File: src/rtl/bpf_pkg.sv
// rtl/bpf_pkg.sv - shared state, phase and status definitions for the BPF step sequencer
package bpf_pkg;

    typedef logic [1:0] state_t;
    typedef logic [2:0] phase_t;

    localparam state_t ST_IDLE  = 2'd0;
    localparam state_t ST_RUN   = 2'd1;
    localparam state_t ST_PAUSE = 2'd2;
    localparam state_t ST_DONE  = 2'd3;

    localparam int NUM_PHASES = 5;

    localparam phase_t PH_FETCH  = 3'd0;
    localparam phase_t PH_DECODE = 3'd1;
    localparam phase_t PH_EXEC   = 3'd2;
    localparam phase_t PH_MEM    = 3'd3;
    localparam phase_t PH_WB     = 3'd4;

    typedef struct packed {
        logic running;
        logic paused;
        logic done;
        logic timeout;
    } status_t;

    // Unused phase codes decode to no strobe so the one-hot invariant cannot break.
    function automatic logic [NUM_PHASES-1:0] phaseOneHot(input phase_t ph);
        logic [NUM_PHASES-1:0] oh;
        oh = '0;
        case (ph)
            PH_FETCH:  oh[0] = 1'b1;
            PH_DECODE: oh[1] = 1'b1;
            PH_EXEC:   oh[2] = 1'b1;
            PH_MEM:    oh[3] = 1'b1;
            PH_WB:     oh[4] = 1'b1;
            default:   oh = '0;
        endcase
        return oh;
    endfunction

endpackage

File: src/rtl/bpf_step_ctrl_if.sv
// rtl/bpf_step_ctrl_if.sv - host/debug control inputs and datapath phase strobes
interface bpf_step_ctrl_if #(
    parameter int CNT_W = 32
);

    logic             iSTART;
    logic             iSTEP_MODE;
    logic             iSTEP_REQ;
    logic             iHALT_REQ;
    logic             iMEM_WAIT;
    logic             iRET;

    logic             oSTEP1;
    logic             oSTEP2;
    logic             oSTEP3;
    logic             oSTEP4;
    logic             oSTEP5;
    logic             oRUNNING;
    logic             oPAUSED;
    logic             oDONE;
    logic             oTIMEOUT;
    logic [CNT_W-1:0] oINSN_CNT;

    modport master (
        output iSTART, iSTEP_MODE, iSTEP_REQ, iHALT_REQ, iMEM_WAIT, iRET,
        input  oSTEP1, oSTEP2, oSTEP3, oSTEP4, oSTEP5,
        input  oRUNNING, oPAUSED, oDONE, oTIMEOUT, oINSN_CNT
    );

    modport slave (
        input  iSTART, iSTEP_MODE, iSTEP_REQ, iHALT_REQ, iMEM_WAIT, iRET,
        output oSTEP1, oSTEP2, oSTEP3, oSTEP4, oSTEP5,
        output oRUNNING, oPAUSED, oDONE, oTIMEOUT, oINSN_CNT
    );

endinterface

File: src/rtl/bpf_stall_wdog.sv
// rtl/bpf_stall_wdog.sv - consecutive memory-stall counter raising a hit on the WDOG_MAX-th stall
module bpf_stall_wdog #(
    parameter int                WDOG_W   = 16,
    parameter logic [WDOG_W-1:0] WDOG_MAX = 16'hFFFF
) (
    input  logic iCLK,
    input  logic iRST,
    input  logic iStall,
    input  logic iClear,
    output logic oHit
);

    localparam logic [WDOG_W-1:0] HIT_AT = WDOG_MAX - WDOG_W'(1);

    logic [WDOG_W-1:0] stallCnt;

    // stallCnt holds the number of earlier stalls in the current run, so the
    // WDOG_MAX-th consecutive stalled cycle is the one that sees HIT_AT.
    assign oHit = iStall && (stallCnt == HIT_AT);

    always_ff @(posedge iCLK or posedge iRST) begin
        if (iRST) begin
            stallCnt <= '0;
        end else if (!iStall || iClear || oHit) begin
            stallCnt <= '0;
        end else begin
            stallCnt <= stallCnt + WDOG_W'(1);
        end
    end

endmodule

File: src/rtl/bpf_step_ctrl.sv
// rtl/bpf_step_ctrl.sv - 5-phase instruction sequencer with run/halt/single-step and stall watchdog
module bpf_step_ctrl #(
    parameter int                CNT_W    = 32,
    parameter int                WDOG_W   = 16,
    parameter logic [WDOG_W-1:0] WDOG_MAX = 16'hFFFF
) (
    input  logic             iCLK,
    input  logic             iRST,
    bpf_step_ctrl_if.slave   bus
);

    import bpf_pkg::*;

    state_t                  state;
    state_t                  stateNext;
    phase_t                  phase;
    phase_t                  phaseNext;
    logic                    retLatch;
    logic                    retNext;
    logic                    stepPend;
    logic                    pendNext;
    logic [CNT_W-1:0]        insnCnt;
    logic [CNT_W-1:0]        cntNext;
    logic                    timeoutNext;
    logic [NUM_PHASES-1:0]   stepReg;
    status_t                 statusReg;

    logic                    stall;
    logic                    startFresh;
    logic                    wdogHit;

    assign stall = (state == ST_RUN) && bus.iMEM_WAIT &&
                   ((phase == PH_FETCH) || (phase == PH_MEM));
    assign startFresh = ((state == ST_IDLE) || (state == ST_DONE)) && bus.iSTART;

    bpf_stall_wdog #(
        .WDOG_W   (WDOG_W),
        .WDOG_MAX (WDOG_MAX)
    ) uWdog (
        .iCLK   (iCLK),
        .iRST   (iRST),
        .iStall (stall),
        .iClear (startFresh),
        .oHit   (wdogHit)
    );

    always_comb begin
        stateNext   = state;
        phaseNext   = phase;
        retNext     = retLatch;
        pendNext    = stepPend;
        cntNext     = insnCnt;
        timeoutNext = statusReg.timeout;

        case (state)
            ST_IDLE, ST_DONE: begin
                if (bus.iSTART) begin
                    stateNext   = ST_RUN;
                    phaseNext   = PH_FETCH;
                    retNext     = 1'b0;
                    pendNext    = 1'b0;
                    cntNext     = '0;
                    timeoutNext = 1'b0;
                end
            end

            ST_PAUSE: begin
                // A step request beats a plain resume and forces a pause at the next boundary.
                if (bus.iSTEP_REQ) begin
                    stateNext = ST_RUN;
                    phaseNext = PH_FETCH;
                    pendNext  = 1'b1;
                end else if (bus.iSTART) begin
                    stateNext = ST_RUN;
                    phaseNext = PH_FETCH;
                    pendNext  = 1'b0;
                end
            end

            ST_RUN: begin
                if ((phase == PH_EXEC) && bus.iRET) begin
                    retNext = 1'b1;
                end

                if (wdogHit) begin
                    stateNext   = ST_DONE;
                    phaseNext   = PH_FETCH;
                    timeoutNext = 1'b1;
                end else if (!stall) begin
                    if (phase == PH_WB) begin
                        if (insnCnt != '1) begin
                            cntNext = insnCnt + CNT_W'(1);
                        end
                        pendNext  = 1'b0;
                        phaseNext = PH_FETCH;
                        if (retLatch) begin
                            stateNext = ST_DONE;
                        end else if (bus.iHALT_REQ || bus.iSTEP_MODE || stepPend) begin
                            stateNext = ST_PAUSE;
                        end
                    end else begin
                        phaseNext = phase + 3'd1;
                    end
                end
            end

            default: begin
                stateNext = ST_IDLE;
                phaseNext = PH_FETCH;
            end
        endcase
    end

    // Strobes and status are flopped from the next-state values so they line up with state.
    always_ff @(posedge iCLK or posedge iRST) begin
        if (iRST) begin
            state     <= ST_IDLE;
            phase     <= PH_FETCH;
            retLatch  <= 1'b0;
            stepPend  <= 1'b0;
            insnCnt   <= '0;
            stepReg   <= '0;
            statusReg <= '0;
        end else begin
            state     <= stateNext;
            phase     <= phaseNext;
            retLatch  <= retNext;
            stepPend  <= pendNext;
            insnCnt   <= cntNext;
            stepReg   <= (stateNext == ST_RUN) ? phaseOneHot(phaseNext) : '0;
            statusReg <= '{running: (stateNext == ST_RUN),
                           paused:  (stateNext == ST_PAUSE),
                           done:    (stateNext == ST_DONE),
                           timeout: timeoutNext};
        end
    end

    assign bus.oSTEP1    = stepReg[0];
    assign bus.oSTEP2    = stepReg[1];
    assign bus.oSTEP3    = stepReg[2];
    assign bus.oSTEP4    = stepReg[3];
    assign bus.oSTEP5    = stepReg[4];
    assign bus.oRUNNING  = statusReg.running;
    assign bus.oPAUSED   = statusReg.paused;
    assign bus.oDONE     = statusReg.done;
    assign bus.oTIMEOUT  = statusReg.timeout;
    assign bus.oINSN_CNT = insnCnt;

endmodule

File: src/flat_wrapper.sv
// flat-port wrapper written by rule: the top's interface ports become plain ports
module bpf_step_ctrl_flat import bpf_pkg::*;
#(
    parameter int                CNT_W    = 32,
    parameter int                WDOG_W   = 16,
    parameter logic [WDOG_W-1:0] WDOG_MAX = 16'hFFFF
)
  (iCLK, iRST, bus_iSTART, bus_iSTEP_MODE, bus_iSTEP_REQ, bus_iHALT_REQ, bus_iMEM_WAIT, bus_iRET, bus_oSTEP1, bus_oSTEP2, bus_oSTEP3, bus_oSTEP4, bus_oSTEP5, bus_oRUNNING, bus_oPAUSED, bus_oDONE, bus_oTIMEOUT, bus_oINSN_CNT);
  bpf_step_ctrl_if #(.CNT_W(CNT_W)) bus_i ();
  input  logic iCLK;
  input  logic iRST;
  input wire logic [$bits(bus_i.iSTART)-1:0] bus_iSTART;
  input wire logic [$bits(bus_i.iSTEP_MODE)-1:0] bus_iSTEP_MODE;
  input wire logic [$bits(bus_i.iSTEP_REQ)-1:0] bus_iSTEP_REQ;
  input wire logic [$bits(bus_i.iHALT_REQ)-1:0] bus_iHALT_REQ;
  input wire logic [$bits(bus_i.iMEM_WAIT)-1:0] bus_iMEM_WAIT;
  input wire logic [$bits(bus_i.iRET)-1:0] bus_iRET;
  output wire logic [$bits(bus_i.oSTEP1)-1:0] bus_oSTEP1;
  output wire logic [$bits(bus_i.oSTEP2)-1:0] bus_oSTEP2;
  output wire logic [$bits(bus_i.oSTEP3)-1:0] bus_oSTEP3;
  output wire logic [$bits(bus_i.oSTEP4)-1:0] bus_oSTEP4;
  output wire logic [$bits(bus_i.oSTEP5)-1:0] bus_oSTEP5;
  output wire logic [$bits(bus_i.oRUNNING)-1:0] bus_oRUNNING;
  output wire logic [$bits(bus_i.oPAUSED)-1:0] bus_oPAUSED;
  output wire logic [$bits(bus_i.oDONE)-1:0] bus_oDONE;
  output wire logic [$bits(bus_i.oTIMEOUT)-1:0] bus_oTIMEOUT;
  output wire logic [$bits(bus_i.oINSN_CNT)-1:0] bus_oINSN_CNT;
  assign bus_i.iSTART = bus_iSTART;
  assign bus_i.iSTEP_MODE = bus_iSTEP_MODE;
  assign bus_i.iSTEP_REQ = bus_iSTEP_REQ;
  assign bus_i.iHALT_REQ = bus_iHALT_REQ;
  assign bus_i.iMEM_WAIT = bus_iMEM_WAIT;
  assign bus_i.iRET = bus_iRET;
  assign bus_oSTEP1 = bus_i.oSTEP1;
  assign bus_oSTEP2 = bus_i.oSTEP2;
  assign bus_oSTEP3 = bus_i.oSTEP3;
  assign bus_oSTEP4 = bus_i.oSTEP4;
  assign bus_oSTEP5 = bus_i.oSTEP5;
  assign bus_oRUNNING = bus_i.oRUNNING;
  assign bus_oPAUSED = bus_i.oPAUSED;
  assign bus_oDONE = bus_i.oDONE;
  assign bus_oTIMEOUT = bus_i.oTIMEOUT;
  assign bus_oINSN_CNT = bus_i.oINSN_CNT;
  bpf_step_ctrl #(.CNT_W(CNT_W), .WDOG_W(WDOG_W), .WDOG_MAX(WDOG_MAX)) u_core (.iCLK(iCLK), .iRST(iRST), .bus(bus_i));
endmodule
File: config.mk
export PLATFORM = sky130hd
export DESIGN_NAME = bpf_step_ctrl_flat
export DESIGN_NICKNAME = d
export VERILOG_FILES = /design/src/rtl/bpf_pkg.sv /design/src/rtl/bpf_step_ctrl_if.sv /design/src/rtl/bpf_stall_wdog.sv /design/src/rtl/bpf_step_ctrl.sv /design/src/flat_wrapper.sv
export SDC_FILE = /design/constraint.sdc
export NUM_CORES = 1
export LEC_CHECK = 0
export BUFFER_PORTS_ARGS = -buffer_cell sky130_fd_sc_hd__buf_2
export CAP_MARGIN = 20
export CORE_MARGIN = 5
export CORE_UTILIZATION = 52
export DETAILED_ROUTE_END_ITERATION = 8
export GPL_TIMING_DRIVEN = 0
export PLACE_DENSITY_LB_ADDON = 0.25
export SYNTH_ARGS = -nofsm -noshare
export SYNTH_HDL_FRONTEND = slang
export SYNTH_SLANG_ARGS = --single-unit
File: constraint.sdc
create_clock -name iCLK -period 2.25 [get_ports iCLK]
set_input_delay 0.3375 -clock iCLK [delete_from_list [all_inputs] [get_ports iCLK]]
set_output_delay 0.3375 -clock iCLK [all_outputs]
set_load 0.005 [all_outputs]
Word-level counts from Yosys, hierarchy flattened
Index checks and enable logic that the tools add are counted. W data, S select, Z words.

Register bits: 64. Output and inout port bits: 41. Input bits: 8. Word-level logic and storage cells: 95.

Reductions and logical operators: 21. Muxes and demuxes: 38. Eq/ne operators: 22. Add/sub/neg operators: 3.

Operators with widths (number): $mux W32 (5); $pmux W32 S2 (1); $add A32 B1 Y32 const B (1); $ne A32 B32 Y1 const B (1); $add A16 B1 Y16 const B (1); $eq A16 B16 Y1 const B (1); $mux W16 (1); $mux W3 (5); $mux W2 (7); $ne A2 B2 Y1 const B (7); $mux W1 (13); $eq A3 B2 Y1 const B (4); $pmux W3 S3 (1); $reduce_and A3 Y1 (3); $eq A2 B2 Y1 const B (4); $eq A3 B3 Y1 const B (2); $logic_not A3 Y1 (2); $logic_or A1 B1 Y1 (6); $pmux W2 S3 (1); $reduce_and A6 Y1 (1); $logic_and A1 B1 Y1 (5); $mux W5 (1); $eq A2 B1 Y1 const B (2); $pmux W1 S2 (2); other kinds (7) (7).

Logic depth before layout (Yosys ltp)
Depth after elaboration: 10. Gate-level depth with buffers: 10. Mapped depth without buffers: 8.

Cells and area by module
A second synthesis with hierarchy kept.

Cells, all modules: 400. Area, all modules: 3731.1 um^2.

By module, submodules not included: bpf_step_ctrl (area an instance 2920.3 um^2, instances 1, seq. area each 1201.2 um^2, cells an instance 318); bpf_stall_wdog (area an instance 810.8 um^2, instances 1, seq. area each 400.4 um^2, cells an instance 82).

Worst setup path before layout
Ideal clock, no wire load.

Kind: register to register. Start: register u_core.phase[0]. End: register u_core.insnCnt[10], in the netlist u_core.bus.oINSN_CNT[10]. Period minus slack after synthesis: 2.265 ns. Arrival time: 2.144 ns. Stages on the path, launching flop included: 11. Library setup time: 0.121 ns. Path slack: -0.015 ns. Data required time: 2.129 ns. Path buffers: 3. Path through: dfrtp_1 > ha_1 > ha_1 > and2_1 > o21ai_2 > and2_1 > buf_2 > nand2b_1 > buf_2 > buf_4 > a22o_1.

Word-level cells in the longest chain between the ends: 6. Elaborated cells between the ends (all ways): 10. Classes of those cells: 5 x eq/ne; 5 x reduce/logical.

Ends and longest elaborated chain: from (decl) (RTL line bpf_step_ctrl.sv:16) `phase_t phase;`; from (signal assigned) (RTL line bpf_step_ctrl.sv:126) `phase <= phaseNext;`; $eq A3 B2 Y1 / $logic_not A3 Y1 (equally long branches) (RTL line bpf_step_ctrl.sv:33) `((phase == PH_FETCH) || (phase == PH_MEM));`; $logic_or A1 B1 Y1 (RTL line bpf_step_ctrl.sv:33); $logic_and A1 B1 Y1 (RTL line bpf_step_ctrl.sv:32) `assign stall = (state == ST_RUN) && bus.iMEM_WAIT &&`; $logic_and A1 B1 Y1 (RTL line bpf_stall_wdog.sv:19) `assign oHit = iStall && (stallCnt == HIT_AT);`; $ne A2 B2 Y1 (no line); $reduce_and A6 Y1 (no line) *; to (signal assigned) (RTL line bpf_step_ctrl.sv:129) `insnCnt <= cntNext;`; to (decl) (RTL line bpf_step_ctrl.sv:22) `logic [CNT_W-1:0] insnCnt;`.

Mark *: on every way between the ends. The rest lies on a longest branch, timed or not. A chain may end at the register's enable or synchronous reset.

Worst setup path in the final report
Start: register u_core.phase[0]. End: register u_core.insnCnt[21], in the netlist u_core.bus.oINSN_CNT[21].

The elaborated chain is that of the path after synthesis.

==> impl_results.md <==
- Layout cell share with drive strength beyond 1: 29.3%
- Crit path cell chain: ha_1 -> ha_2 -> and2_1 -> o21ai_4 -> nand2_1 -> clkbuf_4 -> o31ai_1 -> o41ai_1
- PD cells: 933 nW/µm²
- Reg2Reg Setup Slack: -0.02 ns
- Synth async-reset ratio: 100%
- DP Worst Slack: -0.362 ns
- Final Skew: 0.00649 ns
- Period utilisation layout: 101%
- Static leakage: between 0.002 and 0.0025 µW
- Worst-path fanout max: 10
- H-tree depth: 3
- Critical path's largest stage delay: around 0.4 ns
- Tot Pwr: between 4000 and 5000 µW
- HPWL Detailed: ~6600 µm
- Vias in the first global route: roughly 3300
- RSZ-0062 raised after global routing: yes
- Drt drc: 0
- Post-DR vias/cell: around 6.3
- Top-Level Pins: just under 50
- Syn_nets: around 400
- Synth-to-layout area growth: 26.7%
- WP data arrival: roughly 2.5 ns
- Mapped Area: roughly 3600 µm²
- Slowest cell on the critical path: dfrtp_1
- #FFs+latches synth: between 60 and 70
- Cell count after synthesis: between 300 and 400
- Critical path's top delay family: compound AO/OA/AOI/OAI gates
- Routed vias: between 3000 and 4000
- Status: finished, violations left
- Worst path bufs/invs: 1
- Clk slew on worst S/H paths: approximately 0.070 ns
- PortBufs: 48
- Setup violations, final: 1
- Most used DFF post-synth: dfrtp_1
- Worst EP required: roughly 2.5 ns
- CTS Hold Bufs: 0
- Netlist cell types: 58
- Detailed Route WL: 9930 µm
- Die H: 93.5 µm
- Crit. End Element: flop
- Diode count: 0
- Cts bufs inserted: 9
- Iter 0 DRT Violations: 306
- Post-route minimum period: 2.27 ns
- Reg2reg path depth: 8
- Post-synth top area cell: dfrtp_1
- Pins over their slew limit: 0
- First-pass GRT wire length: 16000 µm
- Initial core utilization: 53.3%
- WL/cell: roughly 18 µm
- Synth area leaders: dfrtp_1 (44%), o31ai_1 (3.9%), nand3_1 (3.9%), ha_1 (3.1%), nor2_1 (2.9%)
- Worst Max-Slew Pin Slew: around 0.72 ns
- Crit path kind: flop to flop
- Core Util, Final: 67.6%
- CORE AREA: about 6800 µm²
- TritonCTS clock tree: built
- Final WS setup: -0.0236 ns
- Die area: between 8000 and 9000 µm²
- GPL Wtd Cong: a little under 0.9
- Final hold violation count: 0
- Final net count: 470
- Num Clock Sinks: between 60 and 70
- Root buffer selected by CTS: clkbuf_8
- GRT Residual Overflow: 0
- R2r endpoint: u_core.bus.oINSN_CNT[21]
- Ys Warns: 0
- Pin count of the biggest net entering global routing: 35
- Die Width: between 90 and 100 µm
- DRT Pass-1 Iters: 7
- Maxcap violations: 0
- Max-slew headroom: about 52%
- Initial antenna violation count: 0
- HP Class: input port to asynchronous set/reset pin
- Levels on crit path: 8
- Worst skew pair latency: roughly 0.35 ns
- EDFF count, synth: 0
- Syn avg cell area: 9.61 µm²
- Max VDD drop: about 540 µV
- Seq/Total Area, Yosys: between 40 and 50%
- Overall Global Routing Usage: 23.5%
- Final-layout fill cell count: around 540
- Synth top area share: between 40% and 50%
- Failing checks: negative setup slack
- Antenna viol nets, final: 0
- Clock Tree Buf Depth: 2
- Crit path to: u_core.bus.oINSN_CNT[21]
- Worst setup path startpoint: u_core.phase[0]
- Max Fclk: 440 MHz
- R2R Path Start: u_core.phase[0]
- Critical Path Start Type: flop
- Setup TNS: -0.0236 ns
- Row Count: 30
-- cell type report --
class	count	area, µm²	area share [%]
plain buffers	12	81.3	1.77
clock buffers	13	159	3.46
clock inverters	3	40.0	0.872
inverters	19	71.3	1.55
multi-input cells	280	2120	46.1
flip-flops and latches	64	1610	35.0
well taps	96	120	2.62
repair buffers	67	395	8.61
-- worst min-delay path by stage --
stage	startpoint	end	slack (ns)	depth (start not counted)
3_5_place_dp	iRST	u_core.bus.oINSN_CNT[30]	0.50	2
6_report	iRST	u_core.bus.oINSN_CNT[16]	0.1	2
3_3_place_gp	u_core.uWdog.stallCnt[0]	u_core.uWdog.stallCnt[0]	0.51	1
4_1_cts	iRST	u_core.bus.oINSN_CNT[26]	0.12	2
5_1_grt	iRST	u_core.uWdog.stallCnt[9]	0.17	2
2_1_floorplan	u_core.uWdog.stallCnt[0]	u_core.uWdog.stallCnt[0]	0.48	1
-- layer usage --
layer	track usage, %	part of all wire [%]
met1	29.0	40
met3	6.19	8.0
met2	38.3	49
met4	10.7	3.0
met5	0	0
-- worst register-to-register path, stage by stage (launching register included) --
cell and delay [ns]:
dfrtp_1 0.40, ha_1 0.22, ha_2 0.20, and2_1 0.18
o21ai_4 0.17, nand2_1 0.22, clkbuf_4 0.27, o31ai_1 0.34
o41ai_1 0.13
-- repair_timing --
| action | CTS | global route |
|---|---|---|
| cloned | 0 | 0 |
| resized for setup | 21 | 40 |
| setup endpoints to repair | 56 | 43 |
| buffers inserted | 11 | 7 |
| pin swaps | 5 | 9 |
-- power breakdown --
part           switching, µW  internal (µW)  leakage, µW  total, µW
Combinational           1060            743      0.00112       1800
Sequential               172           1280     0.000865       1460
Clock                    456            570     0.000103       1030
Total                   1690           2600      0.00209       4280
-- flip-flops by register name, summed over array words and instances, names as in the netlist --
register,cells
u_core.uWdog.stallCnt,16
u_core.bus.oTIMEOUT,1
u_core.bus.oRUNNING,1
u_core.bus.oINSN_CNT,32
u_core.stepPend,1
u_core.bus.oPAUSED,1
u_core.state,2
u_core.phase,3
u_core.bus.oDONE,1
u_core.stepReg,5
u_core.retLatch,1
-- through the flow --
step / hold slack, ns / instances / area [µm²]
6_report: 0.0981 / 554 / 4590
2_1_floorplan: 0.479 / 377 / 3630
5_1_grt: 0.175 / 554 / 4590
4_1_cts: 0.121 / 548 / 4370
3_5_place_dp: 0.503 / 522 / 4010
3_3_place_gp: 0.510 / 521 / 3990
-- cells by family after synthesis --
kind of cell	after synthesis	synth area share (%)
xor+xnor	14	3.39
compound gates	100	19.6
fa+ha+maj	9	3.11
simple gates	151	24.3
flops	64	44.2
buf+inv	33	3.73
mux	6	1.73
-- synth_stat cells, drive strengths merged, types with 2 or more instances --
cell type,count
nor3,8
a21oi,13
clkbuf,6
o21a,2
buf,8
and2,7
nand4,12
inv,18
a41o,2
nand2b,7
o31a,3
nor4,9
a21o,2
and4,5
o41ai,3
o211ai,3
a41oi,6
xor2,11
o22ai,3
or3,3
mux2,2
o21ai,19
xnor2,3
dfrtp,64
nand3,30
o31ai,19
a22o,11
nor2,28
or4,6
mux2i,4
a31oi,5
nand2,20
ha,9
nor2b,3
and3,9
-- cell usage in the layout, fill, tap and decap left out, drive strengths merged, types with 12 or more instances in the layout --
cell	n
nor2	28
dfrtp	64
o21ai	19
nand4	12
inv	18
nand3	30
nand2	20
buf	73
a21oi	13
o31ai	19
clkbuf	19
Note: power is estimated with default switching activity, not from simulation.
